==> src/rtl/load_use_fwd_unit.sv <==
// Load-use forwarding buffer: tracks in-flight loads in issue order and supplies
// returned load data to ID operands, stalling when a needed load is still outstanding.
module load_use_fwd_unit #(
  parameter int XLEN  = 32,
  parameter int REGW  = 5,
  parameter int DEPTH = 3
) (
  input  logic                         clk,
  input  logic                         rst_n,
  input  logic                         ld_issue,
  input  logic [REGW-1:0]              ld_rd,
  input  logic                         ld_data_vld,
  input  logic [XLEN-1:0]              ld_data,
  input  logic                         wb_retire,
  input  logic [REGW-1:0]              rs1,
  input  logic [REGW-1:0]              rs2,
  input  logic [XLEN-1:0]              fw0,
  input  logic [XLEN-1:0]              fw1,
  output logic [XLEN-1:0]              op0,
  output logic [XLEN-1:0]              op1,
  output logic                         hit0,
  output logic                         hit1,
  output logic                         stall,
  output logic [$clog2(DEPTH+1)-1:0]   count,
  output logic                         err
);

  localparam int PW = (DEPTH > 1) ? $clog2(DEPTH) : 1;
  localparam int CW = $clog2(DEPTH + 1);

  logic            valid_q [DEPTH];
  logic            ready_q [DEPTH];
  logic [REGW-1:0] rd_q    [DEPTH];
  logic [XLEN-1:0] data_q  [DEPTH];
  logic [PW-1:0]   wr_ptr;
  logic [PW-1:0]   rd_ptr;
  logic [CW-1:0]   count_q;
  logic            err_q;

  logic            dw_found;
  logic [PW-1:0]   dw_idx;
  logic            do_write;
  logic            do_pop;
  logic            do_push;
  logic            err_now;
  logic [XLEN-1:0] op_c  [2];
  logic            hit_c [2];
  logic            stall_c;

  // Slot holding the entry that is 'off' positions younger than the oldest one.
  function automatic logic [PW-1:0] age_idx(input logic [PW-1:0] base, input int off);
    int s;
    s = int'(base) + off;
    if (s >= DEPTH) s = s - DEPTH;
    return PW'(s);
  endfunction

  function automatic logic [PW-1:0] wrap_inc(input logic [PW-1:0] p);
    return (p == PW'(DEPTH - 1)) ? '0 : p + PW'(1);
  endfunction

  // Returned data belongs to the oldest entry still waiting; the pop may consume
  // that same write in the cycle it arrives.
  always_comb begin
    dw_found = 1'b0;
    dw_idx   = '0;
    for (int i = 0; i < DEPTH; i++) begin
      if (!dw_found && valid_q[age_idx(rd_ptr, i)] && !ready_q[age_idx(rd_ptr, i)]) begin
        dw_found = 1'b1;
        dw_idx   = age_idx(rd_ptr, i);
      end
    end
    do_write = ld_data_vld && dw_found;
    do_pop   = wb_retire && valid_q[rd_ptr] &&
               (ready_q[rd_ptr] || (do_write && (dw_idx == rd_ptr)));
    do_push  = ld_issue && (ld_rd != '0) && ((count_q != CW'(DEPTH)) || do_pop);
    err_now  = (ld_data_vld && !dw_found) || (wb_retire && !do_pop) ||
               (ld_issue && (ld_rd != '0) && !do_push);
  end

  // Operand lookup walks oldest to youngest so the last match is the youngest.
  always_comb begin
    logic [REGW-1:0] rs_k;
    logic            sel_found;
    logic [PW-1:0]   sel_idx;
    stall_c = 1'b0;
    for (int k = 0; k < 2; k++) begin
      rs_k      = (k == 0) ? rs1 : rs2;
      op_c[k]   = (k == 0) ? fw0 : fw1;
      hit_c[k]  = 1'b0;
      sel_found = 1'b0;
      sel_idx   = '0;
      for (int i = 0; i < DEPTH; i++) begin
        if ((rs_k != '0) && valid_q[age_idx(rd_ptr, i)] && (rd_q[age_idx(rd_ptr, i)] == rs_k)) begin
          sel_found = 1'b1;
          sel_idx   = age_idx(rd_ptr, i);
        end
      end
      if (sel_found) begin
        if (ready_q[sel_idx]) begin
          op_c[k]  = data_q[sel_idx];
          hit_c[k] = 1'b1;
        end else if (do_write && (dw_idx == sel_idx)) begin
          op_c[k]  = ld_data;
          hit_c[k] = 1'b1;
        end else begin
          stall_c = 1'b1;
        end
      end
    end
  end

  // Write, then pop, then push: a full-buffer push+pop reuses the popped slot.
  always_ff @(posedge clk or negedge rst_n) begin
    if (!rst_n) begin
      for (int i = 0; i < DEPTH; i++) begin
        valid_q[i] <= 1'b0;
        ready_q[i] <= 1'b0;
        rd_q[i]    <= '0;
        data_q[i]  <= '0;
      end
      wr_ptr  <= '0;
      rd_ptr  <= '0;
      count_q <= '0;
      err_q   <= 1'b0;
    end else begin
      if (do_write) begin
        data_q[dw_idx]  <= ld_data;
        ready_q[dw_idx] <= 1'b1;
      end
      if (do_pop) begin
        valid_q[rd_ptr] <= 1'b0;
        ready_q[rd_ptr] <= 1'b0;
        rd_ptr          <= wrap_inc(rd_ptr);
      end
      if (do_push) begin
        valid_q[wr_ptr] <= 1'b1;
        ready_q[wr_ptr] <= 1'b0;
        rd_q[wr_ptr]    <= ld_rd;
        wr_ptr          <= wrap_inc(wr_ptr);
      end
      count_q <= count_q + CW'(do_push) - CW'(do_pop);
      err_q   <= err_q | err_now;
    end
  end

  assign op0   = op_c[0];
  assign op1   = op_c[1];
  assign hit0  = hit_c[0];
  assign hit1  = hit_c[1];
  assign stall = stall_c;
  assign count = count_q;
  assign err   = err_q;

endmodule

==> config.mk <==
export PLATFORM = sky130hd
export DESIGN_NAME = load_use_fwd_unit
export DESIGN_NICKNAME = d
export VERILOG_FILES = /design/src/rtl/load_use_fwd_unit.sv
export SDC_FILE = /design/constraint.sdc
export NUM_CORES = 1
export LEC_CHECK = 0
export ABC_AREA = 1
export CORE_ASPECT_RATIO = 1.4
export CORE_MARGIN = 1.5
export CORE_UTILIZATION = 35
export CTS_CLUSTER_SIZE = 8
export DETAILED_ROUTE_END_ITERATION = 6
export DONT_BUFFER_PORTS = 1
export SLEW_MARGIN = 20
export SYNTH_ARGS = -nofsm -noshare
export SYNTH_HDL_FRONTEND = slang
export SYNTH_SLANG_ARGS = --single-unit
==> constraint.sdc <==
create_clock -name clk -period 3.9 [get_ports clk]
set_input_delay 0.78 -clock clk [delete_from_list [all_inputs] [get_ports clk]]
set_output_delay 0.78 -clock clk [all_outputs]
set_load 0.03 [all_outputs]
==> run_results.csv, run 1 <==
group,metric,value,unit
timing,max_freq,229,MHz
timing,fin_crit_sh,112,%
clocking,clk_latency,0.43,ns
worst_setup_path,cp.depth,24,
global_route,track_usage,25.8,%
status,failed_checks,"setup timing",
route,ant_nets,0,
status,status,"complete, but fails checks",
worst_setup_path,cp.arrival,3.58,ns
worst_setup_path,required,3.12,ns
floorplanning,coreArea,0.0294,sq mm
clocking,clkTransAtPathRegs,0.06,ns
worst_setup_path,cpLargestDelayFamily,"simple AND/OR/NAND/NOR gates",
floorplanning,start_util,35.7,%
placed_design,dpl_cell_area,0.0121,sq mm
route,drt_iter0_markers,1000,
clocking,cts-root-buf,"clkbuf_16",
route,wl_per_cell,18.8,microns
timing,worst_hold_slack,0.0512,ns
synth,synth_cells,1804,
worst_setup_path,critical_path_class,"reg -> out",
synth,synth_edf_count,0,
clocking,holdBufCountCts,0,
worst_setup_path,critPathLaunchType,"flop",
placed_design,io_buffers,0,
synth,synthTopCellsByCount,"nand2_1, nand3_1, inv_1, o21ai_0, dfrtp_1",
worst_setup_path,rr_worst_depth,22,
worst_setup_path,slowest_delay,0.40,ns
timing,finalSetupViolCount,67,
timing,layout_min_cycle_time,4.36,ns
global_route,overflow,0,
timing,rsz0062_at_grt,"yes",
global_route,antenna_found_initial,0,
placed_design,hpwlAfterDp,28100,microns
floorplanning,die_y,208,microns
clocking,htree_levels,4,
floorplanning,chipWidth,149,microns
synth,synth_flop_cell,"dfrtp_1",
synth,syn_area_per_cell,5.81,sq um
worst_setup_path,end_kind,"primary output",
global_route,grt_pass1_vias,12000,
timing,slew_headroom,55.5,%
global_route,grt_pass1_wl,63100,microns
timing,hold_violations,0,
worst_setup_path,crit_path_top_delay_cell,"dfrtp_1",
floorplanning,die-area,0.0310,sq mm
route,via_count,12800,
worst_setup_path,cp_common_cell,"nand2_1",
finish,drive_gt1_share,26.6,%
clocking,clk_path_buf_depth,2,
timing,fin_ws,-0.458,ns
finish,area.growth.synth_to_final,43.2,%
clocking,numCtsBuffers,17,
synth,synth-async-reset-ratio,100,%
finish,fin_area,0.0150,sq mm
finish,utilization,51.2,%
timing,finalMaxSlewViolations,0,
synth,ys.warnings.count,0,
synth,yosysMostFrequentCell,"nand2_1",
worst_setup_path,critPathBufInv,6,
floorplanning,rows,74,
synth,yosysSeqAreaShare,29.6,%
worst_setup_path,path_cells,"inv_2 -> ha_4 -> buf_8 -> buf_8 -> nand2_4 -> nand3_4 -> nand2_2 -> nand2_1 -> nand2_1 -> nor2_1 -> nand2_1 -> nor2_4 -> buf_6 -> nand2_8 -> nand2_8 -> nand2_1 -> nand2_2 -> nand2_8 -> clkbuf_16 -> nor2_2 -> nor2_2 -> nand2_1 -> nand2_2 -> buf_12",
worst_setup_path,crit_fanout,7,
timing,worstMarginPinSlew,0.667,ns
finish,layout.nets,2065,
finish,fillers,2851,
timing,finalClockSkew,0.0165,ns
synth,synth_seq_cells,124,
route,viasPerCell,5.47,
clocking,cts_tree,"done",
job,cap_violations,0,
global_route,grt_max_degree,125,
floorplanning,io_pins,186,
placed_design,gp_congestion,0.938,
route,wl,44000,microns
route,drc,0,
synth,synth_top_cell_area_share,29.6,%
clocking,cts_sinks,124,
synth,synth.largest_area_cell,"dfrtp_1",
placed_design,dp_cells,2240,
synth,synth_area_leaders,"dfrtp_1, nand2_1, nand3_1",
hold_path,hold_path.class,"in -> async",
finish,final_cells,2335,
route,firstDrtPassIters,5,
finish,antenna_cells,0,
synth,syn_nets,1926,
synth,synth_area,0.0105,sq mm
synth,synth_cell_types,35,
==> per-layer routing <==
| metal | global-route usage [%] | vias to the layer above | routed length [microns] | share of wire (%) |
|---|---|---|---|---|
| met4 | 13.4 | 0 | 2610 | 5.9 |
| met2 | 45.4 | 599 | 22000 | 50 |
| met1 | 28.9 | 5977 | 16000 | 36 |
| li1 | - | 6031 | - | - |
| met5 | 0 | - | 0 | 0 |
| met3 | 5.30 | 162 | 3390 | 7.7 |
==> layout make-up <==
| cell class | instances | area, sq um | share of cell area [%] |
|---|---|---|---|
| clock inverters | 7 | 65.1 | 0.433 |
| well taps | 380 | 475 | 3.17 |
| inverters | 158 | 641 | 4.27 |
| repair buffers | 225 | 2820 | 18.8 |
| clock buffers | 24 | 482 | 3.21 |
| repair inverters | 2 | 12.5 | 0.0833 |
| flip-flops and latches | 124 | 3100 | 20.7 |
| multi-input cells | 1415 | 7420 | 49.4 |
==> final timing paths <==
check / startpoint / endpoint / slack (ns)
worst min register to register: data_q[19] / data_q[19] / 0.51
max in group asynchronous: rst_n / valid_q[2] / 3.57
worst min-delay path: rst_n / data_q[87] / 0.05
worst max-delay path: rd_ptr[0] / op1[22] / -0.46
worst max register to register: rd_ptr[0] / rd_q[5] / 0.49
min in group clk: ld_data[28] / data_q[28] / 0.46
==> registers in the layout (all words and copies together) (netlist names) <==
signal / count
data_q: 96
ready_q: 3
rd_q: 15
err: 1
wr_ptr: 2
valid_q: 3
count: 2
rd_ptr: 2
==> placed cells by master, fill, tap and decap left out, types with 36 or more instances in the layout <==
cell type / n
o21ai_1: 36
nand3_2: 64
nand2_1: 637
dfrtp_1: 124
nand3_1: 241
inv_1: 141
buf_4: 96
buf_6: 59
buf_12: 45
nand2_2: 75
nor2_1: 79
o21ai_0: 129
==> kinds of logic (layout without fill, tap and decap cells) <==
family,Yosys count,count (layout),synth area share (%)
buffers and inverters,265,416,10.9
XOR/XNOR,4,4,0.334
AO/OA/AOI/OAI,187,187,9.10
AND/OR/NAND/NOR,1218,1218,49.4
flip-flops,124,124,29.6
adder cells (fa/ha/maj),6,6,0.716
==> through the flow <==
stage	worst slack (ns)	TNS (ns)
after CTS	-0.363	-20.63
after detailed placement	-0.226	-12.08
after floorplan	0.0737	0
final	-0.458	-26.68
after global routing	-0.618	-38.14
after global placement	-0.191	-8.56
==> timing repair <==
item	4_1_cts	5_1_grt
gates resized for setup	103	303
setup buffers	20	23
setup endpoints to repair	67	67
pin swaps	22	126
hold endpoints to repair	0	0
gates cloned	4	18
Power of run 1 is left out: the tool's default activity adds up to more than one toggle a clock period on the data nets, which glitch-free logic cannot reach.
==> inputs of run 2 (changes only) <==
--- a/config.mk
+++ b/config.mk
@@ -12,6 +12,7 @@
 export CTS_CLUSTER_SIZE = 8
 export DETAILED_ROUTE_END_ITERATION = 6
 export DONT_BUFFER_PORTS = 1
+export SKIP_LAST_GASP = 1
 export SLEW_MARGIN = 20
 export SYNTH_ARGS = -nofsm -noshare
 export SYNTH_HDL_FRONTEND = slang
==> run_results.csv, run 2 (same netlist as run 1, synthesis figures left out) <==
group,metric,value,unit
timing,finalClockSkew,0.0114,ns
clocking,holdBufCountCts,0,
clocking,htree_levels,4,
floorplanning,coreArea,0.0294,sq mm
placed_design,hpwlAfterDp,28100,microns
hold_path,hold_path.class,"in -> async",
placed_design,io_buffers,0,
placed_design,dpl_cell_area,0.0121,sq mm
finish,fin_area,0.0146,sq mm
timing,rsz0062_at_grt,"yes",
worst_setup_path,required,3.12,ns
route,wl_per_cell,18.4,microns
clocking,cts_sinks,124,
clocking,clk_path_buf_depth,2,
global_route,grt_pass1_wl,63100,microns
floorplanning,die_y,208,microns
finish,fillers,2935,
status,failed_checks,"setup timing",
clocking,numCtsBuffers,17,
worst_setup_path,cp.arrival,3.54,ns
route,drc,0,
floorplanning,start_util,35.7,%
route,drt_iter0_markers,964,
timing,fin_ws,-0.415,ns
finish,largest_register_ffs,96,
worst_setup_path,crit_fanout,7,
finish,area.growth.synth_to_final,39.4,%
route,wl,42900,microns
timing,slew_headroom,56.6,%
clocking,cts_tree,"done",
floorplanning,rows,74,
timing,finalSetupViolCount,67,
worst_setup_path,critical_path_class,"reg -> out",
worst_setup_path,end_kind,"primary output",
finish,regArea,0.00310,sq mm
floorplanning,io_pins,186,
clocking,cts-root-buf,"clkbuf_16",
clocking,clk_latency,0.42,ns
finish,layout.nets,2061,
timing,fin_crit_sh,111,%
status,status,"complete, but fails checks",
finish,final_common_cell,"nand2_1",
finish,regMostFlops,"data_q",
global_route,antenna_found_initial,0,
finish,reg_top3,"data_q: 96 flops, rd_q: 15 flops",
finish,multi_input_area,0.00718,sq mm
timing,worst_hold_slack,0.0528,ns
global_route,track_usage,25.8,%
timing,max_freq,232,MHz
route,firstDrtPassIters,5,
timing,hold_violations,0,
route,ant_nets,0,
route,via_count,12700,
finish,antenna_cells,0,
placed_design,gp_congestion,0.938,
route,viasPerCell,5.46,
worst_setup_path,critPathLaunchType,"flop",
job,cap_violations,0,
floorplanning,die-area,0.0310,sq mm
floorplanning,chipWidth,149,microns
global_route,overflow,0,
global_route,grt_max_degree,125,
timing,worstMarginPinSlew,0.651,ns
finish,layout_common_cells,"nand2_1, nand3_1, inv_1",
clocking,clkTransAtPathRegs,0.06,ns
global_route,grt_pass1_vias,12000,
timing,finalMaxSlewViolations,0,
finish,drive_gt1_share,23.8,%
timing,layout_min_cycle_time,4.32,ns
run 2: timing repair:
item                       4_1_cts  5_1_grt
gates resized for setup         97      218
setup endpoints to repair       67       67
hold endpoints to repair         0        0
pin swaps                       22       81
cloned                           4       14
setup buffers                   20       23
run 2: area by class of cell:
type	count	share of cell area, %
multi-input cells	1415	49.1
flip-flops and latches	124	21.2
repair buffers	221	18.2
inverters	158	4.35
clock buffers	24	3.30
well taps	380	3.25
clock inverters	7	0.445
repair inverters	2	0.0857
run 2: final timing paths:
kind	from	slack [ns]	depth (start not counted)	endpoint
min reg2reg	data_q[14]	0.51	2	data_q[14]
max reg2reg	rd_ptr[1]	0.53	23	rd_q[5]
max in group asynchronous	rst_n	3.58	0	err
min	rst_n	0.05	0	data_q[23]
max	rd_ptr[0]	-0.42	24	op1[26]
min in group clk	ld_data[28]	0.47	2	data_q[28]
run 2: per-layer routing:
metal	wire length (microns)	track usage, %
met1	15800	28.9
met2	21500	45.4
met5	0	0
met4	2360	13.4
met3	3270	5.30
run 2: critical path, stage by stage (launching register included):
cell     delay (ns)
dfrtp_1        0.39
inv_2          0.12
ha_4           0.26
buf_8          0.15
buf_8          0.12
nand2_2        0.07
nand3_2        0.08
nand2_2        0.07
nand2_1        0.07
nand2_1        0.04
nor2_1         0.11
nand2_1        0.10
nor2_4         0.23
buf_6          0.15
nand2_8        0.07
nand2_8        0.10
nand2_2        0.07
nand2_4        0.11
nand2_8        0.11
buf_12         0.17
buf_4          0.15
nand3_1        0.07
nand2_1        0.07
nand2_2        0.09
buf_12         0.12
run 2: through the flow:
step | setup slack (ns) | setup TNS, ns | cells | util (%)
after floorplan | 0.0737 | 0 | 1804 | -
after global placement | -0.191 | -8.56 | 2240 | 41.3
after detailed placement | -0.226 | -12.08 | 2240 | 41.3
after CTS | -0.363 | -20.76 | 2295 | 45.2
after global routing | -0.611 | -36.14 | 2331 | 49.8
final | -0.415 | -24.87 | 2331 | 49.8
Power of run 2 is left out for the same reason.
